File: src/rtl/mem_port_arbiter.sv
// Round-robin arbiter sharing one strobe/ack memory port between the CPU instruction and data ports.
// Define MEM_ARB_TIMEOUT_EN to abort a grant that sees no mem_ack_i within TIMEOUT cycles.
module mem_port_arbiter #(
    parameter int ADDR_W  = 16,
    parameter int DATA_W  = 16,
    parameter int TIMEOUT = 15
) (
    input  logic              sys_clk,
    input  logic              sys_rst,
    input  logic              instr_stb_i,
    input  logic              instr_we_i,
    input  logic [ADDR_W-1:0] instr_addr_i,
    input  logic [DATA_W-1:0] instr_data_i,
    output logic [DATA_W-1:0] instr_data_o,
    output logic              instr_ack_o,
    input  logic              data_stb_i,
    input  logic              data_we_i,
    input  logic [ADDR_W-1:0] data_addr_i,
    input  logic [DATA_W-1:0] data_data_i,
    output logic [DATA_W-1:0] data_data_o,
    output logic              data_ack_o,
    output logic              mem_stb_o,
    output logic              mem_we_o,
    output logic [ADDR_W-1:0] mem_addr_o,
    output logic [DATA_W-1:0] mem_data_o,
    input  logic [DATA_W-1:0] mem_data_i,
    input  logic              mem_ack_i,
    output logic [1:0]        grant_o,
    output logic              arb_err_o
);

    typedef enum logic [1:0] {
        IDLE  = 2'd0,
        GNT_I = 2'd1,
        GNT_D = 2'd2
    } state_t;

    state_t state;
    logic   last_gnt_d;
    logic   sel_i;
    logic   sel_d;
    logic   cur_stb;
    logic   timeout_hit;

    assign sel_i   = (state == GNT_I);
    assign sel_d   = (state == GNT_D);
    assign cur_stb = (sel_i & instr_stb_i) | (sel_d & data_stb_i);

`ifdef MEM_ARB_TIMEOUT_EN
    localparam int CNT_W = $clog2(TIMEOUT + 1);

    logic [CNT_W-1:0] wait_cnt;

    // The cycle that would bring the stall count to TIMEOUT is the abort cycle itself.
    assign timeout_hit = cur_stb & ~mem_ack_i & (wait_cnt == CNT_W'(TIMEOUT - 1));

    always_ff @(posedge sys_clk or negedge sys_rst) begin
        if (!sys_rst) begin
            wait_cnt <= '0;
        end else if (state == IDLE) begin
            wait_cnt <= '0;
        end else if (!mem_ack_i) begin
            wait_cnt <= wait_cnt + 1'b1;
        end
    end
`else
    // TIMEOUT has no effect when stalled grants are never aborted.
    localparam int unused_timeout = TIMEOUT;

    assign timeout_hit = 1'b0;
`endif

    always_comb begin
        mem_stb_o  = cur_stb & ~timeout_hit;
        mem_we_o   = 1'b0;
        mem_addr_o = '0;
        mem_data_o = '0;
        if (sel_i) begin
            mem_we_o   = instr_we_i;
            mem_addr_o = instr_addr_i;
            mem_data_o = instr_data_i;
        end else if (sel_d) begin
            mem_we_o   = data_we_i;
            mem_addr_o = data_addr_i;
            mem_data_o = data_data_i;
        end
    end

    // An aborted transaction is still acknowledged so the requester can release its strobe.
    assign instr_ack_o  = sel_i & (mem_ack_i | timeout_hit);
    assign data_ack_o   = sel_d & (mem_ack_i | timeout_hit);
    assign instr_data_o = sel_i ? mem_data_i : '0;
    assign data_data_o  = sel_d ? mem_data_i : '0;

    always_ff @(posedge sys_clk or negedge sys_rst) begin
        if (!sys_rst) begin
            state      <= IDLE;
            last_gnt_d <= 1'b1;
            grant_o    <= 2'b00;
            arb_err_o  <= 1'b0;
        end else begin
            arb_err_o <= timeout_hit;
            unique case (state)
                IDLE: begin
                    // On a collision the side that did not win last time goes first.
                    if (instr_stb_i && (!data_stb_i || last_gnt_d)) begin
                        state      <= GNT_I;
                        last_gnt_d <= 1'b0;
                        grant_o    <= 2'b01;
                    end else if (data_stb_i) begin
                        state      <= GNT_D;
                        last_gnt_d <= 1'b1;
                        grant_o    <= 2'b10;
                    end
                end
                GNT_I, GNT_D: begin
                    if (mem_ack_i || !cur_stb || timeout_hit) begin
                        state   <= IDLE;
                        grant_o <= 2'b00;
                    end
                end
                default: begin
                    state   <= IDLE;
                    grant_o <= 2'b00;
                end
            endcase
        end
    end

endmodule

File: config.mk
export PLATFORM = sky130hd
export DESIGN_NAME = mem_port_arbiter
export DESIGN_NICKNAME = d
export VERILOG_FILES = /design/src/rtl/mem_port_arbiter.sv
export SDC_FILE = /design/constraint.sdc
export NUM_CORES = 1
export LEC_CHECK = 0
export BUFFER_PORTS_ARGS = -buffer_cell sky130_fd_sc_hd__clkbuf_2
export CAP_MARGIN = 20
export CORE_AREA = 2 2 61 63
export DETAILED_ROUTE_END_ITERATION = 6
export DIE_AREA = 0 0 63 65
export GPL_ROUTABILITY_DRIVEN = 0
export PLACE_DENSITY = 0.87
export SLEW_MARGIN = 10
export SYNTH_ARGS = -nofsm -noshare
export SYNTH_HDL_FRONTEND = slang
export SYNTH_SLANG_ARGS = --single-unit
File: constraint.sdc
create_clock -name sys_clk -period 2.7 [get_ports sys_clk]
set_clock_uncertainty 0.1 [all_clocks]
set_input_delay 0.54 -clock sys_clk [delete_from_list [all_inputs] [get_ports sys_clk]]
set_output_delay 0.54 -clock sys_clk [all_outputs]
set_load 0.01 [all_outputs]
# Word-level counts from Yosys, hierarchy flattened
# Index checks and enable logic that the tools add are counted.
# W data, S select, Z words.
op_classes:
  eq_ne: 4
  mux: 14
  n_bitwise: 5
  reduce_logical: 10
ops:
  columns: ["cell", "count"]
  rows:
  - ["$mux W16", 6]
  - ["$mux W2", 3]
  - ["$and A1 B1 Y1", 4]
  - ["$mux W1", 4]
  - ["$pmux W2 S2", 1]
  - ["$reduce_and A2 Y1", 2]
  - ["$ne A3 B3 Y1 const B", 1]
  - ["$eq A2 B1 Y1 const B", 1]
  - ["$eq A2 B2 Y1 const B", 1]
  - ["$logic_not A1 Y1", 2]
  - ["$logic_not A2 Y1", 1]
  - ["$logic_or A1 B1 Y1", 2]
  - ["$ne A2 B2 Y1 const B", 1]
  - ["$reduce_bool A2 Y1", 1]
  - ["$reduce_or A2 Y1", 1]
  - ["$logic_and A1 B1 Y1", 1]
  - ["$or A1 B1 Y1", 1]
word_totals:
  regBits: 3
  inputBits: 87
  out_inout_bits: 71

# Logic depth before layout (Yosys ltp)
# Gate-level depths: netlist of run 1.
depth:
  word_depth: 7
  depth_mapped: 7
  mapped_depth_nobuf: 5

# Worst setup path after synthesis of run 1
# Ideal clock, no wire load.
synth_path:
  kind: "reg-to-output"
  startpoint: "register state[0]"
  endpoint: "output mem_addr_o[0]"
  t_arrival_ns: 1.349
  required_time_ns: 2.060
  slack_ns: 0.711
  stages_incl_launch_ff: 7
  n_path_buf: 2
  path_cell_list: "dfrtp_1 inv_1 ha_1 nor2b_4 buf_6 buf_8 a22o_1"
synth_between:
  elab_chain_len: 3
synth_rtl:
  columns: ["element", "line", "rtl"]
  rows:
  - ["start, declared", "38", "state_t state;"]
  - ["start signal, assigned", "97", "state <= IDLE;"]
  - ["start signal, assigned", "107", "state <= GNT_I;"]
  - ["start signal, assigned", "111", "state <= GNT_D;"]
  - ["$eq A2 B2 Y1", "46", "assign sel_d = (state == GNT_D);"]
  - ["$mux W16", "82", "end else if (sel_d) begin"]
  - ["$mux W16 *", "78", "if (sel_i) begin"]
  - ["end, declared", "24", "output logic [ADDR_W-1:0] mem_addr_o,"]
# Every way passes the cells marked *; elsewhere a longest branch is shown, timed or not.

# Worst setup path after layout of run 1
layout_path:
  startpoint: "register state[0]"
  endpoint: "output mem_data_o[1]"
layout_between:
  elab_chain_len: 3
layout_rtl:
  columns: ["element", "line", "rtl"]
  rows:
  - ["$eq A2 B2 Y1", "46", null]
  - ["$mux W16", "82", null]
  - ["$mux W16 *", "78", null]
  - ["end, declared", "25", "output logic [DATA_W-1:0] mem_data_o,"]
# Marks and branches as above.

==> results.json, run 1 <==
{
  "first_global_vias": 1276,
  "stdcell_area_sq_mm": 0.00164,
  "synth_area_sq_um": 833,
  "path_class": "reg -> out",
  "initialDrtViolationCount": 43,
  "finalCriticalPeriod_ns": 2.55,
  "area_growth_pct": 96.4,
  "core_sq_mm": 0.00350,
  "wl_per_cell_microns": 12.2,
  "max_freq_ghz": 0.392,
  "drive_gt1_frac": 0.681,
  "avgSynthCellArea_sq_um": 8.09,
  "startpoint_type": "flop",
  "clk_pin_slew_ns": 0.04,
  "initial_utilization": 0.238,
  "ys_async_sr_fraction": 1.00,
  "ctsResizeCount": 0,
  "rsz0062_at_grt": "no",
  "cts_buffer_depth": 2,
  "synthFlopType": "dfrtp_1",
  "setup-violations-final": 0,
  "ys_seq_area_frac": 0.0916,
  "routed_wl_mm": 3.68,
  "grt_usage": 0.161,
  "synth_edf_count": 0,
  "first_pass_iters": 4,
  "crit_fanout": 33,
  "vias_per_cell": 4.69,
  "drcViolationCount": 0,
  "comb_power_share": 0.882,
  "synth-seq-cells": 3,
  "die_w_microns": 63,
  "ys_top_cells_by_count": "a22o_1, and2_1, and2_2",
  "clock_latency_ns": 0.23,
  "endpoint_kind": "primary output",
  "p_int_uw": 708,
  "dp_hpwl_mm": 3.00,
  "yosysWarnings": 0,
  "finalCritPeriodShare": 0.944,
  "pwr-share-clk": 0.055,
  "io_buffers": 156,
  "cap_violations": 0,
  "die_y_microns": 65,
  "htree_levels": 1,
  "power_leakage_uw": 0.00103,
  "antenna_found_initial": 0,
  "cts_setup_buffers": 0,
  "io_pins": 158,
  "via_count": 1417,
  "syn_inst": 103,
  "placedInstanceArea_sq_mm": 0.00160,
  "ir_drop_mv": 0.466,
  "tns_ns": 0,
  "clock-sinks": 3,
  "slew_viol_final": 0,
  "grt-ovfl-total": 0,
  "finalHoldViolations": 0,
  "p_seq_frac": 0.063,
  "ctsRootBufferMaster": "clkbuf_4",
  "syn_nets": 193,
  "p_sw_frac": 0.506,
  "outcome": "completed",
  "synth_top_area_frac": 0.347,
  "arrival_ns": 1.91,
  "relSlewSlack": 0.528,
  "required_ns": 2.06,
  "fp.dieArea_sq_mm": 0.00410,
  "fillers": 373,
  "tritoncts": "built",
  "insertedDiodeCount": 0,
  "ys_top_cells_by_area": "a22o_1, and2_1, and2_2, dfrtp_1, buf_8",
  "synth_cell_types": 25,
  "cts_buffers": 3,
  "grt_pass1_wl_mm": 5.45,
  "p_per_area_mw_per_mm2": 876,
  "ant_nets": 0,
  "yosysMostFrequentCell": "a22o_1",
  "switching_power_uw": 726,
  "synth_area_leader_cell": "a22o_1",
  "worstHoldPathType": "reg -> reg",
  "grt_start_max_net_pins": 52,
  "tightest_slew_ns": 0.706,
  "fp-row-count": 22,
  "nets": 345,
  "hold_ws_ns": 0.446
}
## worst paths after layout
path                                 start  slack, ns       endpoint  cells past startpoint
worst max-delay path              state[0]       0.15  mem_data_o[1]                      5
worst min-delay path            last_gnt_d       0.45     last_gnt_d                      2
max in group asynchronous          sys_rst       1.77     last_gnt_d                      2
min in group asynchronous          sys_rst       0.53       state[0]                      2
worst min register to register  last_gnt_d       0.45     last_gnt_d                      2
worst max register to register    state[1]       0.86       state[1]                      6
## final cells by class
class,instances,area (sq um),share of cell area
sequential,3,76.3,0.0466
clock buffer,4,26.3,0.0161
timing repair buffer,159,806,0.492
tap,48,60.1,0.0367
inverter,4,15.0,0.00917
multi-input combinational,84,653,0.399
## layout by cell type, fill, tap and decap left out
| master | count |
|---|---|
| ha_1 | 2 |
| a22o_1 | 33 |
| and2_1 | 27 |
| a2bb2oi_1 | 2 |
| clkbuf_2 | 156 |
| dlygate4sd3_1 | 1 |
| nand2_1 | 1 |
| dfstp_2 | 1 |
| o2111ai_1 | 1 |
| and2_2 | 7 |
| nor2b_4 | 1 |
| inv_1 | 4 |
| conb_1 | 1 |
| clkbuf_4 | 3 |
| nand2b_1 | 1 |
| a31oi_1 | 1 |
| o21ai_0 | 1 |
| a21bo_2 | 1 |
| a22oi_2 | 1 |
| o21ai_1 | 1 |
| dfrtp_1 | 2 |
| ha_2 | 1 |
| clkbuf_1 | 1 |
| a21oi_1 | 2 |
| buf_4 | 2 |
## logic make-up (layout without fill, tap and decap cells)
logic type | Yosys count | in the layout | synth area share
AO/OA/AOI/OAI | 43 | 43 | 0.437
flip-flops | 3 | 3 | 0.0916
other | 1 | 1 | 0.00450
adder cells (fa/ha/maj) | 3 | 3 | 0.0450
buffers and inverters | 16 | 167 | 0.128
AND/OR/NAND/NOR | 37 | 37 | 0.294
## power groups by stage
| stage | Combinational (uW) | Clock (uW) | Sequential (uW) |
|---|---|---|---|
| 2_1_floorplan | 845 | 0 | 95.3 |
| 3_3_place_gp | 1250 | 0 | 90.1 |
| 3_5_place_dp | 1270 | 0 | 92.2 |
| 4_1_cts | 1270 | 83.5 | 91.5 |
| 5_1_grt | 1380 | 86.7 | 95.2 |
| 6_report | 1260 | 79.2 | 90.7 |
## metal layers
metal / track usage / up-vias / share of wire
met5: 0 / - / 0
met4: 0.0278 / 0 / 0.0022
met3: 0.0365 / 2 / 0.080
met2: 0.320 / 78 / 0.52
met1: 0.172 / 660 / 0.39
li1: - / 677 / -
## repair_timing
item / CTS / global route
endpoints found under the hold margin: 2 / 0
hold buffers: 1 / 0
endpoints found under the setup margin: 0 / 0
## stage by stage
step	total power, uW	cells	utilization	setup slack, ns
after floorplan	940	103	-	0.711
after detailed placement	1360	297	0.458	0.416
after global routing	1560	302	0.468	0.0203
after global placement	1340	297	0.458	0.447
final	1430	302	0.468	0.150
after CTS	1450	302	0.468	0.162
## critical path, cell delays in order, from the launching register on
cell and delay, ns:
dfrtp_1 0.38, inv_1 0.11, ha_1 0.17, nor2b_4 0.60, a22o_1 0.26, clkbuf_2 0.14
## state kept, by name, summed over array words and instances, names as in the netlist
| signal | cells |
|---|---|
| state | 2 |
| last_gnt_d | 1 |
(Power assumes the default switching activity.)
==> inputs of run 2 (changes only) <==
ABC_AREA = 1   (was not set)
CAP_MARGIN = 5   (was 20)
CORE_AREA = not set   (was 2 2 61 63)
CORE_MARGIN = 2   (was not set)
CORE_UTILIZATION = 27   (was not set)
DIE_AREA = not set   (was 0 0 63 65)
==> results.json, run 2 <==
{
  "outcome": "completed",
  "syn_inst": 216,
  "path_class": "reg -> out",
  "hold_buffers": 0,
  "grt-ovfl-total": 0,
  "critPathMaxStageDelay_ns": 0.40,
  "die_y_microns": 64.6,
  "p_per_area_mw_per_mm2": 833,
  "required_ns": 2.06,
  "io_pins": 158,
  "ir_drop_mv": 0.472,
  "htree_levels": 1,
  "ctsResizeCount": 0,
  "syn_nets": 306,
  "worstHoldPathType": "in -> async",
  "slowest_stage": "dfrtp_1",
  "yosysWarnings": 0,
  "ys_top_cells_by_area": "nand2_1, nand3_1, inv_1, buf_2, dfrtp_1",
  "finalHoldViolations": 0,
  "core_sq_mm": 0.00361,
  "vias_per_cell": 4.16,
  "finalCritPeriodShare": 0.845,
  "fp.dieArea_sq_mm": 0.00417,
  "synth-seq-cells": 3,
  "ctsRootBufferMaster": "clkbuf_8",
  "synth_edf_count": 0,
  "layout_common_cells": "clkbuf_2, nand2_1, inv_1",
  "via_count": 1709,
  "grt_start_max_net_pins": 36,
  "largest_register_ffs": 2,
  "yosysMostFrequentCell": "nand2_1",
  "clock-sinks": 3,
  "max_freq_ghz": 0.439,
  "first_global_vias": 1588,
  "slew_viol_final": 0,
  "avgSynthCellArea_sq_um": 4.59,
  "total_power_uw": 1520,
  "ys_top_cells_by_count": "nand2_1, inv_1, nand3_1",
  "startpoint_type": "flop",
  "clk_pin_slew_ns": 0.03,
  "stdcell_area_sq_mm": 0.00182,
  "die_w_microns": 64.6,
  "finalCriticalPeriod_ns": 2.28,
  "clock_latency_ns": 0.21,
  "initialDrtViolationCount": 39,
  "finalWorstSetupSlack_ns": 0.420,
  "dp_hpwl_mm": 3.09,
  "synth_top_area_frac": 0.417,
  "power_leakage_uw": 0.00147,
  "cts_setup_buffers": 0,
  "biggestRegsByFlops": "state x2, last_gnt_d x1",
  "routed_wl_mm": 3.63,
  "critPathLaunch": "state[0]",
  "tns_ns": 0,
  "arrival_ns": 1.64,
  "placedInstanceArea_sq_mm": 0.00178,
  "area_growth_pct": 84.1,
  "grt_pass1_wl_mm": 6.08,
  "synth_area_leader_cell": "nand2_1",
  "drive_gt1_frac": 0.468,
  "initial_utilization": 0.275,
  "ant_nets": 0,
  "setup-violations-final": 0,
  "io_buffers": 156,
  "first_pass_iters": 5,
  "ys_async_sr_fraction": 1.00,
  "synth_cell_types": 13,
  "insertedDiodeCount": 0,
  "rsz0062_at_grt": "no",
  "grt_usage": 0.176,
  "fp-row-count": 22,
  "cts_buffer_depth": 2,
  "tritoncts": "built",
  "ys_seq_area_frac": 0.0770,
  "antenna_found_initial": 0,
  "synth_area_sq_um": 991,
  "synthFlopType": "dfrtp_1",
  "endpoint_kind": "primary output",
  "largest_register": "state",
  "r2r_start": "state[0]",
  "drcViolationCount": 0,
  "final_common_cell": "clkbuf_2",
  "crit_fanout": 35,
  "cap_violations": 0,
  "dpl_worst_slack_ns": 0.632,
  "nets": 454,
  "wl_per_cell_microns": 8.83,
  "path_cells": "inv_1 -> ha_2 -> buf_12 -> nand3_1 -> nand2_1 -> clkbuf_2",
  "cts_buffers": 3
}
run 2: cell count changes after synthesis, moves of 2 or more:
cell       change
and2_2         -7
clkbuf_1       -5
nor2_1         +4
nand3_1       +34
a2bb2oi_1      -2
nand2_2        +4
nand2_1      +109
buf_8          -3
a21oi_1        -2
a22o_1        -33
buf_4          +4
buf_2         +10
and2_1        -27
inv_1         +35
run 2: area by class of cell:
| type | instances | area, sq um |
|---|---|---|
| repair buffers | 159 | 816 |
| multi-input cells | 157 | 674 |
| clock buffers | 4 | 45.0 |
| flip-flops and latches | 3 | 76.3 |
| well taps | 48 | 60.1 |
| inverters | 40 | 153 |
| fillers | 392 | 1780 |
run 2: kinds of logic (layout without fill, tap and decap cells):
| kind of cell | Yosys count | after routing | share of synthesized area |
|---|---|---|---|
| other | 1 | 1 | 0.00378 |
| DFF | 3 | 3 | 0.0770 |
| AOI/OAI and AO/OA | 1 | 1 | 0.00505 |
| and+or+nand+nor | 152 | 152 | 0.629 |
| buffers and inverters | 56 | 203 | 0.247 |
| adders and majority gates | 3 | 3 | 0.0379 |
run 2: power by group:
group	leakage, uW	internal, uW	switching (uW)	total [uW]
Clock	0.0000228	101	27.5	128
Combinational	0.00141	505	799	1300
Sequential	0.0000362	72.0	17.0	89.0
run 2: worst max-delay path, delay by kind of cell (launching register included):
| family | cells | cell delay, ns |
|---|---|---|
| flip-flops | 1 | 0.40 |
| buffers and inverters | 3 | 0.44 |
| adder cells (fa/ha/maj) | 1 | 0.39 |
| AND/OR/NAND/NOR | 2 | 0.18 |
run 2: routing by layer:
layer  up-vias  routed length [microns]  GRT usage
met5         -                        0          0
met4         0                        9     0.0585
met3         2                      302     0.0226
met2        79                     2010      0.380
met1       705                     1310      0.163
li1        923                        -          -
run 2: worst paths after layout:
| check | endpoint | slack [ns] | cells after the start |
|---|---|---|---|
| max | mem_addr_o[6] | 0.42 | 6 |
| min | state[0] | 0.02 | 1 |
| max reg2reg | state[1] | 0.99 | 8 |
| min reg2reg | last_gnt_d | 0.42 | 2 |
| max in group asynchronous | last_gnt_d | 2.29 | 1 |
| min in group sys_clk | last_gnt_d | 0.42 | 2 |
run 2: through the flow:
step                      instances  utilization  hold WS, ns
after floorplan                 216            -        0.144
after global placement          407        0.493        0.239
after detailed placement        407        0.493        0.243
after CTS                       411        0.506       0.0165
after global routing            411        0.506       0.0120
final                           411        0.506       0.0172
